**src/rtl/scfifo_stream_reader.sv**
```systemverilog
// scfifo_stream_reader
//
// Read-side adapter for a single-clock, non-show-ahead FIFO (one-cycle read
// latency, read/dout/empty interface). Words are popped from the FIFO and
// presented as a valid/ready stream. A 2-entry output buffer, with reads
// issued against the buffer's free credit, sustains one word per clock with
// no bubbles and never drops a word.
//
// Ports:
//   clk        in   sole clock, rising edge
//   rst        in   synchronous reset, active-high
//   fifo_dout  in   FIFO read data, valid the cycle after fifo_read
//   fifo_empty in   FIFO empty flag
//   fifo_read  out  FIFO read strobe (combinational)
//   m_data     out  stream data, straight from the buffer head register
//   m_valid    out  stream valid
//   m_ready    in   stream ready from the consumer
//   buf_cnt    out  words held in the buffer, 0..2
//   word_cnt   out  32-bit pop counter, wraps; present only when the macro
//                   SCFIFO_STREAM_READER_CNT_EN is defined
module scfifo_stream_reader #(
  parameter int DW = 8
) (
  input  logic          clk,
  input  logic          rst,
  input  logic [DW-1:0] fifo_dout,
  input  logic          fifo_empty,
  output logic          fifo_read,
  output logic [DW-1:0] m_data,
  output logic          m_valid,
  input  logic          m_ready,
  output logic [1:0]    buf_cnt
`ifdef SCFIFO_STREAM_READER_CNT_EN
  ,
  output logic [31:0]   word_cnt
`endif
);

  logic [DW-1:0] buf_q [2];
  logic [DW-1:0] buf_d [2];
  logic [1:0]    buf_cnt_q;
  logic [1:0]    buf_cnt_d;
  logic          inflight_q;
  logic          pop;
  logic [2:0]    credit;
  logic [1:0]    cnt_after_pop;

  assign m_valid = (buf_cnt_q != 2'd0);
  assign m_data  = buf_q[0];
  assign buf_cnt = buf_cnt_q;
  assign pop     = m_valid & m_ready;

  // Words already owned by this block after this edge: buffered plus the one
  // in flight from the FIFO, minus the one leaving now. pop implies
  // buf_cnt >= 1, so the 3-bit difference never wraps below zero.
  assign credit    = {1'b0, buf_cnt_q} + {2'b00, inflight_q} - {2'b00, pop};
  assign fifo_read = ~rst & ~fifo_empty & (credit < 3'd2);

  assign cnt_after_pop = buf_cnt_q - {1'b0, pop};

  always_comb begin
    buf_d[0]  = buf_q[0];
    buf_d[1]  = buf_q[1];
    if (pop) begin
      buf_d[0] = buf_q[1];
    end
    // The arriving word lands behind whatever is left after the pop.
    if (inflight_q) begin
      if (cnt_after_pop == 2'd0) begin
        buf_d[0] = fifo_dout;
      end else begin
        buf_d[1] = fifo_dout;
      end
    end
    buf_cnt_d = cnt_after_pop + {1'b0, inflight_q};
  end

  always_ff @(posedge clk) begin
    if (rst) begin
      buf_q[0]   <= '0;
      buf_q[1]   <= '0;
      buf_cnt_q  <= 2'd0;
      inflight_q <= 1'b0;
    end else begin
      buf_q[0]   <= buf_d[0];
      buf_q[1]   <= buf_d[1];
      buf_cnt_q  <= buf_cnt_d;
      inflight_q <= fifo_read;
    end
  end

`ifdef SCFIFO_STREAM_READER_CNT_EN
  logic [31:0] word_cnt_q;

  always_ff @(posedge clk) begin
    if (rst) begin
      word_cnt_q <= 32'd0;
    end else if (pop) begin
      word_cnt_q <= word_cnt_q + 32'd1;
    end
  end

  assign word_cnt = word_cnt_q;
`endif

endmodule
```
**config.mk**
```make
export PLATFORM = sky130hd
export DESIGN_NAME = scfifo_stream_reader
export DESIGN_NICKNAME = d
export VERILOG_FILES = /design/src/rtl/scfifo_stream_reader.sv
export SDC_FILE = /design/constraint.sdc
export NUM_CORES = 1
export LEC_CHECK = 0
export ABC_AREA = 1
export BUFFER_PORTS_ARGS = -buffer_cell sky130_fd_sc_hd__buf_2
export CORE_ASPECT_RATIO = 0.9
export CORE_MARGIN = 8
export CORE_UTILIZATION = 50
export CTS_BUF_LIST = sky130_fd_sc_hd__clkbuf_4
export CTS_CLUSTER_SIZE = 25
export DETAILED_ROUTE_END_ITERATION = 6
export PLACE_DENSITY = 0.77
export SYNTH_ARGS = -nofsm -noshare
export SYNTH_HDL_FRONTEND = slang
export SYNTH_SLANG_ARGS = --single-unit
export TNS_END_PERCENT = 5
```
**constraint.sdc**
```tcl
create_clock -name clk -period 1.6 [get_ports clk]
set_clock_uncertainty 0.05 [all_clocks]
set_input_delay 0 -clock clk [delete_from_list [all_inputs] [get_ports clk]]
set_output_delay 0 -clock clk [all_outputs]
set_load 0.05 [all_outputs]
```
# Word-level counts from Yosys, hierarchy flattened
# Memories as Yosys holds them, arrays and structs flattened.
# Index checks and enable logic that the tools add are counted.
# Widths: inputs -> output; s select.
# totals
n_memories	1
reg_bits	3
inputBits	12
mem_bits_rw	16
mem_bits_ro	0
latchBits	0
# mem_list
memory	words	width	rd	rd_clocked_by_memory_dff	write_ports	line	source
buf_q	2	8	2	0	2	39	logic [DW-1:0] buf_q [2];
# classes
shift	0
bitwise_logic	7
n_mux	9
n_eq_ne	0
mul	0
reduce_logical	2
order_cmp	1
div	0
n_addsub	4
# op_table
cell	n
$mux 8	5
$mux 16	1
$add 2x1->3	1
$and 1x1->1	3
$lt 3x2->1 const B	1
$mux 1	3
$sub 3x1->3	1
$add 2x1->2	1
$logic_not 2->1	1
$not 1->1	2
$or 1x1->1	2
$reduce_bool 2->1	1
$sub 2x1->2	1

# Depth between registers and ports, before layout
# logic_depth
depth_word	7
mapped_depth	9
depth_no_buf	8

# Worst setup path before layout
# Ideal clock, no wire load.
# synth_timing
path_type	reg2out
start	register buf_cnt_q[0], in the netlist buf_cnt[0]
end	output port fifo_read
t_arrival_ps	2982
stages_incl_launch_ff	7
n_path_buf	0
required_ps	1550
path_slack_ps	-1432
path_cell_list	dfxtp_1 o21ai_0 nor2_1 o21ai_1 fa_1 nand2_1 nor3_1
# synth_between
elab_chain_cells	5
# synth_lines
element	line	source
start, declared	41	logic [1:0] buf_cnt_q;
start signal, assigned	87	buf_cnt_q <= buf_cnt_d;
branches (longest 2 deep; another with $add 2x1->3)	-	
$sub 3x1->3 (*)	56	assign credit = {1'b0, buf_cnt_q} + {2'b00, inflight_q} - {2'b00, pop};
$lt 3x2->1 (*)	57	assign fifo_read = ~rst & ~fifo_empty & (credit < 3'd2);
$and 1x1->1 (*)	57	
end, declared	28	output logic fifo_read,
# Mark *: on every way between the ends.

# Worst setup path in the final report
# Same ends and word-level chain as after synthesis.

==> flow_summary.rst <==
.. list-table::
   :header-rows: 1

   * - Metric
     - Value
   * - Number of cells traversed by the worst hold path
     - 5
   * - Slew headroom
     - between 80% and 90%
   * - Number of antenna violations at the first check in global routing
     - 0
   * - Status
     - complete, but fails checks
   * - Cell accounting for the most synthesized area
     - sky130_fd_sc_hd__dfxtp_1
   * - First-pass GRT wire length
     - around 4.5 mm
   * - Fraction of final layout cells sized beyond drive strength 1
     - between 30% and 40%
   * - Clock transition at the registers of the reported paths
     - around 110 ps
   * - Chip Width
     - approximately 65 µm
   * - TritonCTS buffer count
     - 3
   * - Worst Reg-to-Reg Cells
     - 7
   * - Standard cell core area
     - about 2100 µm²
   * - Fraction of synthesized area in multiplexers
     - 0%
   * - Detailed Routing Iterations Pass 1
     - 4
   * - Violation count after the first detailed-routing iteration
     - 40
   * - Fin. Hold Viols
     - 1
   * - Clock root buffer
     - sky130_fd_sc_hd__clkbuf_4
   * - Register area share after synthesis
     - 34.5%
   * - Pre-CTS setup slack
     - -170 ps
   * - Dominant combinational cell family by area after synthesis
     - simple AND/OR/NAND/NOR gates
   * - Port Buffers
     - 23
   * - Vias per cell
     - 4.87
   * - Total standard cell area after synthesis
     - roughly 1100 µm²
   * - Violations in the final reports
     - hold timing, setup timing
   * - Vertical extent of the die
     - 60.5 µm
   * - Synth Area in Adders
     - just under 3%
   * - LEAKAGE
     - 0.000683 µW
   * - Post-CTS setup buffer count
     - 0
   * - TritonCTS clock tree
     - built
   * - Final net count
     - 205
   * - Fin crit share
     - 126%
   * - Final Worst Setup Slack
     - -411 ps
   * - End of the worst register-to-register path
     - inflight_q
   * - Element type at the critical path start
     - flop
   * - Warnings, synthesis
     - 0
   * - Post-layout min period
     - approximately 2000 ps
   * - Maximum clock rate
     - slightly below 500 MHz
   * - Row count
     - 16
   * - Top cell type's share of synthesized area
     - about a third
   * - Worst setup slack for register-to-register paths
     - -20 ps
   * - Final Setup Violations
     - 2
   * - Arrival time at the worst endpoint
     - a little under 2000 ps
   * - Clk sink count
     - 19
   * - Post-Synth XOR/XNOR Area
     - less than 1%
   * - Total detailed-routing wirelength
     - 2.69 mm
   * - Main area contributors after synthesis
     - sky130_fd_sc_hd__dfxtp_1, sky130_fd_sc_hd__nor2_1, sky130_fd_sc_hd__nand2_1
   * - Grt ovf
     - 0
   * - Worst VDD drop
     - roughly 0.68 mV
   * - Cell with the most instances after synthesis
     - sky130_fd_sc_hd__nor2_1
   * - Via count of the first global-routing pass
     - ~1.1k
   * - Setup repair after global routing missed its margin
     - true
   * - CP Class
     - reg2out
   * - Wire length per cell
     - between 10 and 15 µm
   * - Complex-gate fraction of the synthesized area
     - ~8.8%
   * - Number of synthesized register bits
     - 19
   * - Hold Path End
     - buf_q[0][9]
   * - Clock latency of the later-clocked register in the worst-skew pair
     - 310 ps
   * - Power per unit of standard cell area
     - ~980 nW/µm²
   * - Min-delay worst type
     - in2reg
   * - Total I/O pin count
     - 24
   * - Nets in the synthesized netlist
     - 170
   * - Hold_ws
     - -0.724 ps
   * - Weighted congestion reported at the end of routability-driven placement
     - around 0.8
   * - Area share of and/or/nand/nor cells after synthesis
     - 37.2%
   * - Half-perimeter wire length after placement
     - 1.95 mm
   * - Clock Tree Buf Depth
     - 2
   * - Number of standard cells after synthesis
     - 156
   * - Primary flip-flop cell chosen by synthesis mapping
     - sky130_fd_sc_hd__dfxtp_1
   * - Antenna Violating Nets Remaining
     - 0
   * - Maximum number of pins on one net before global-route repair
     - 14
   * - Post-Synthesis Mean Instance Area
     - approximately 7 µm²
   * - Routed via count
     - approximately 1.1k
   * - Effective utilization at floorplan
     - about half
   * - Most common library cells after synthesis
     - sky130_fd_sc_hd__nor2_1, sky130_fd_sc_hd__nand2_1, sky130_fd_sc_hd__dfxtp_1, sky130_fd_sc_hd__inv_1, sky130_fd_sc_hd__nand3_1
   * - Number of max-slew violations in the final report
     - 0
   * - Actual slew at the worst max-slew pin
     - between 200 and 300 ps
   * - Worst Path Max Fanout
     - 3
   * - Asr flop ratio synth
     - 0%
   * - Ant. Diodes
     - 0
   * - CP Data Required Time
     - ~1600 ps
   * - CTS HTree Levels
     - 1
   * - GR Util All Layers
     - 14.3%
   * - Nature of the critical path endpoint
     - output pin
   * - Total of max-cap violations
     - 0
   * - Startpoint of the lowest-slack hold path
     - fifo_dout[1]
   * - Final Total Pwr
     - ~1400 µW
   * - Area added between synthesis and finish
     - 28.3%
   * - DRC viols
     - 0
   * - Number of enable flip-flop cells after synthesis
     - 0
   * - Number of unique standard cell types used by synthesis
     - 27
   * - Beginning of the worst register-to-register path
     - buf_cnt[0]
   * - Area of the die
     - 3960 µm²
## worst max path at each step
stage	startpoint	endpoint	depth (start not counted)
after CTS	buf_cnt[0]	fifo_read	8
after detailed placement	buf_cnt[0]	fifo_read	8
after global routing	buf_cnt[0]	fifo_read	8
after global placement	buf_cnt[0]	fifo_read	8
after floorplan	buf_cnt[0]	fifo_read	6
final	buf_cnt[0]	fifo_read	8
## cell usage in the layout, fill, tap and decap left out, types with 2 or more instances in the layout
cell type / count
sky130_fd_sc_hd__nor2_1: 32
sky130_fd_sc_hd__nand2_1: 24
sky130_fd_sc_hd__buf_2: 22
sky130_fd_sc_hd__inv_1: 19
sky130_fd_sc_hd__dfxtp_1: 16
sky130_fd_sc_hd__nand3_1: 11
sky130_fd_sc_hd__buf_4: 10
sky130_fd_sc_hd__dlygate4sd3_1: 9
sky130_fd_sc_hd__nand3b_1: 5
sky130_fd_sc_hd__nor2_2: 3
sky130_fd_sc_hd__nand2_2: 3
sky130_fd_sc_hd__o21bai_1: 3
sky130_fd_sc_hd__nand4_1: 3
sky130_fd_sc_hd__a21oi_1: 3
sky130_fd_sc_hd__clkbuf_4: 3
sky130_fd_sc_hd__nor2_4: 2
sky130_fd_sc_hd__o21bai_2: 2
sky130_fd_sc_hd__o21ai_0: 2
sky130_fd_sc_hd__dfxtp_4: 2
## logic make-up after synthesis
family                     count (synthesis)
adders and majority gates                  2
xor gates and xnor gates                   1
buffers and inverters                     33
DFF                                       19
and+or+nand+nor                           88
AOI/OAI and AO/OA                         13
## metrics by stage
| step | utilization (%) | TNS (ps) | cells | hold WS (ps) | area (µm²) |
|---|---|---|---|---|---|
| after global routing | 66.6 | -571 | 217 | 9.96 | 1410 |
| after global placement | 59.7 | -116 | 204 | 171 | 1270 |
| after detailed placement | 59.7 | -191 | 204 | 181 | 1270 |
| final | 66.6 | -432 | 217 | -0.724 | 1410 |
| after floorplan | - | -399 | 156 | 11.6 | 1140 |
| after CTS | 66.2 | -386 | 217 | 2.13 | 1410 |
## critical path: stages (launching register included)
cell	delay, ps
sky130_fd_sc_hd__dfxtp_4	380
sky130_fd_sc_hd__nor2_4	110
sky130_fd_sc_hd__nor2_2	40
sky130_fd_sc_hd__nor2_1	80
sky130_fd_sc_hd__o21ai_1	80
sky130_fd_sc_hd__fa_1	520
sky130_fd_sc_hd__nand2_2	90
sky130_fd_sc_hd__nor3_4	180
sky130_fd_sc_hd__buf_6	180
## timing repair
action,4_1_cts,5_1_grt
hold buffers,9,0
pin swaps,1,0
resized for setup,6,1
setup endpoints to repair,2,2
endpoints found under the hold margin,12,0
## layout make-up
cell class / count / area, µm²
fillers: 211 / 709
clock inverters: 1 / 5.00
inverters: 21 / 81.3
multi-input cells: 104 / 594
flip-flops and latches: 19 / 389
clock buffers: 3 / 22.5
repair buffers: 42 / 287
well taps: 27 / 33.8
## routing by layer
layer	routed length, µm	track usage (%)
met1	1190	15.2
met2	1340	26.9
met3	133	3.32
met4	25	5.28
met5	0	0
## flip-flops by register name, indices dropped and copies added (netlist names)
signal and cells:
inflight_q 1, buf_cnt 2, buf_q 16
## power by group
part           switching, µW  leakage, µW  internal, µW
Sequential              32.9     0.000157           522
Clock                    160    0.0000177          93.4
Combinational            385     0.000509           190
Note: power is estimated with default switching activity, not from simulation.
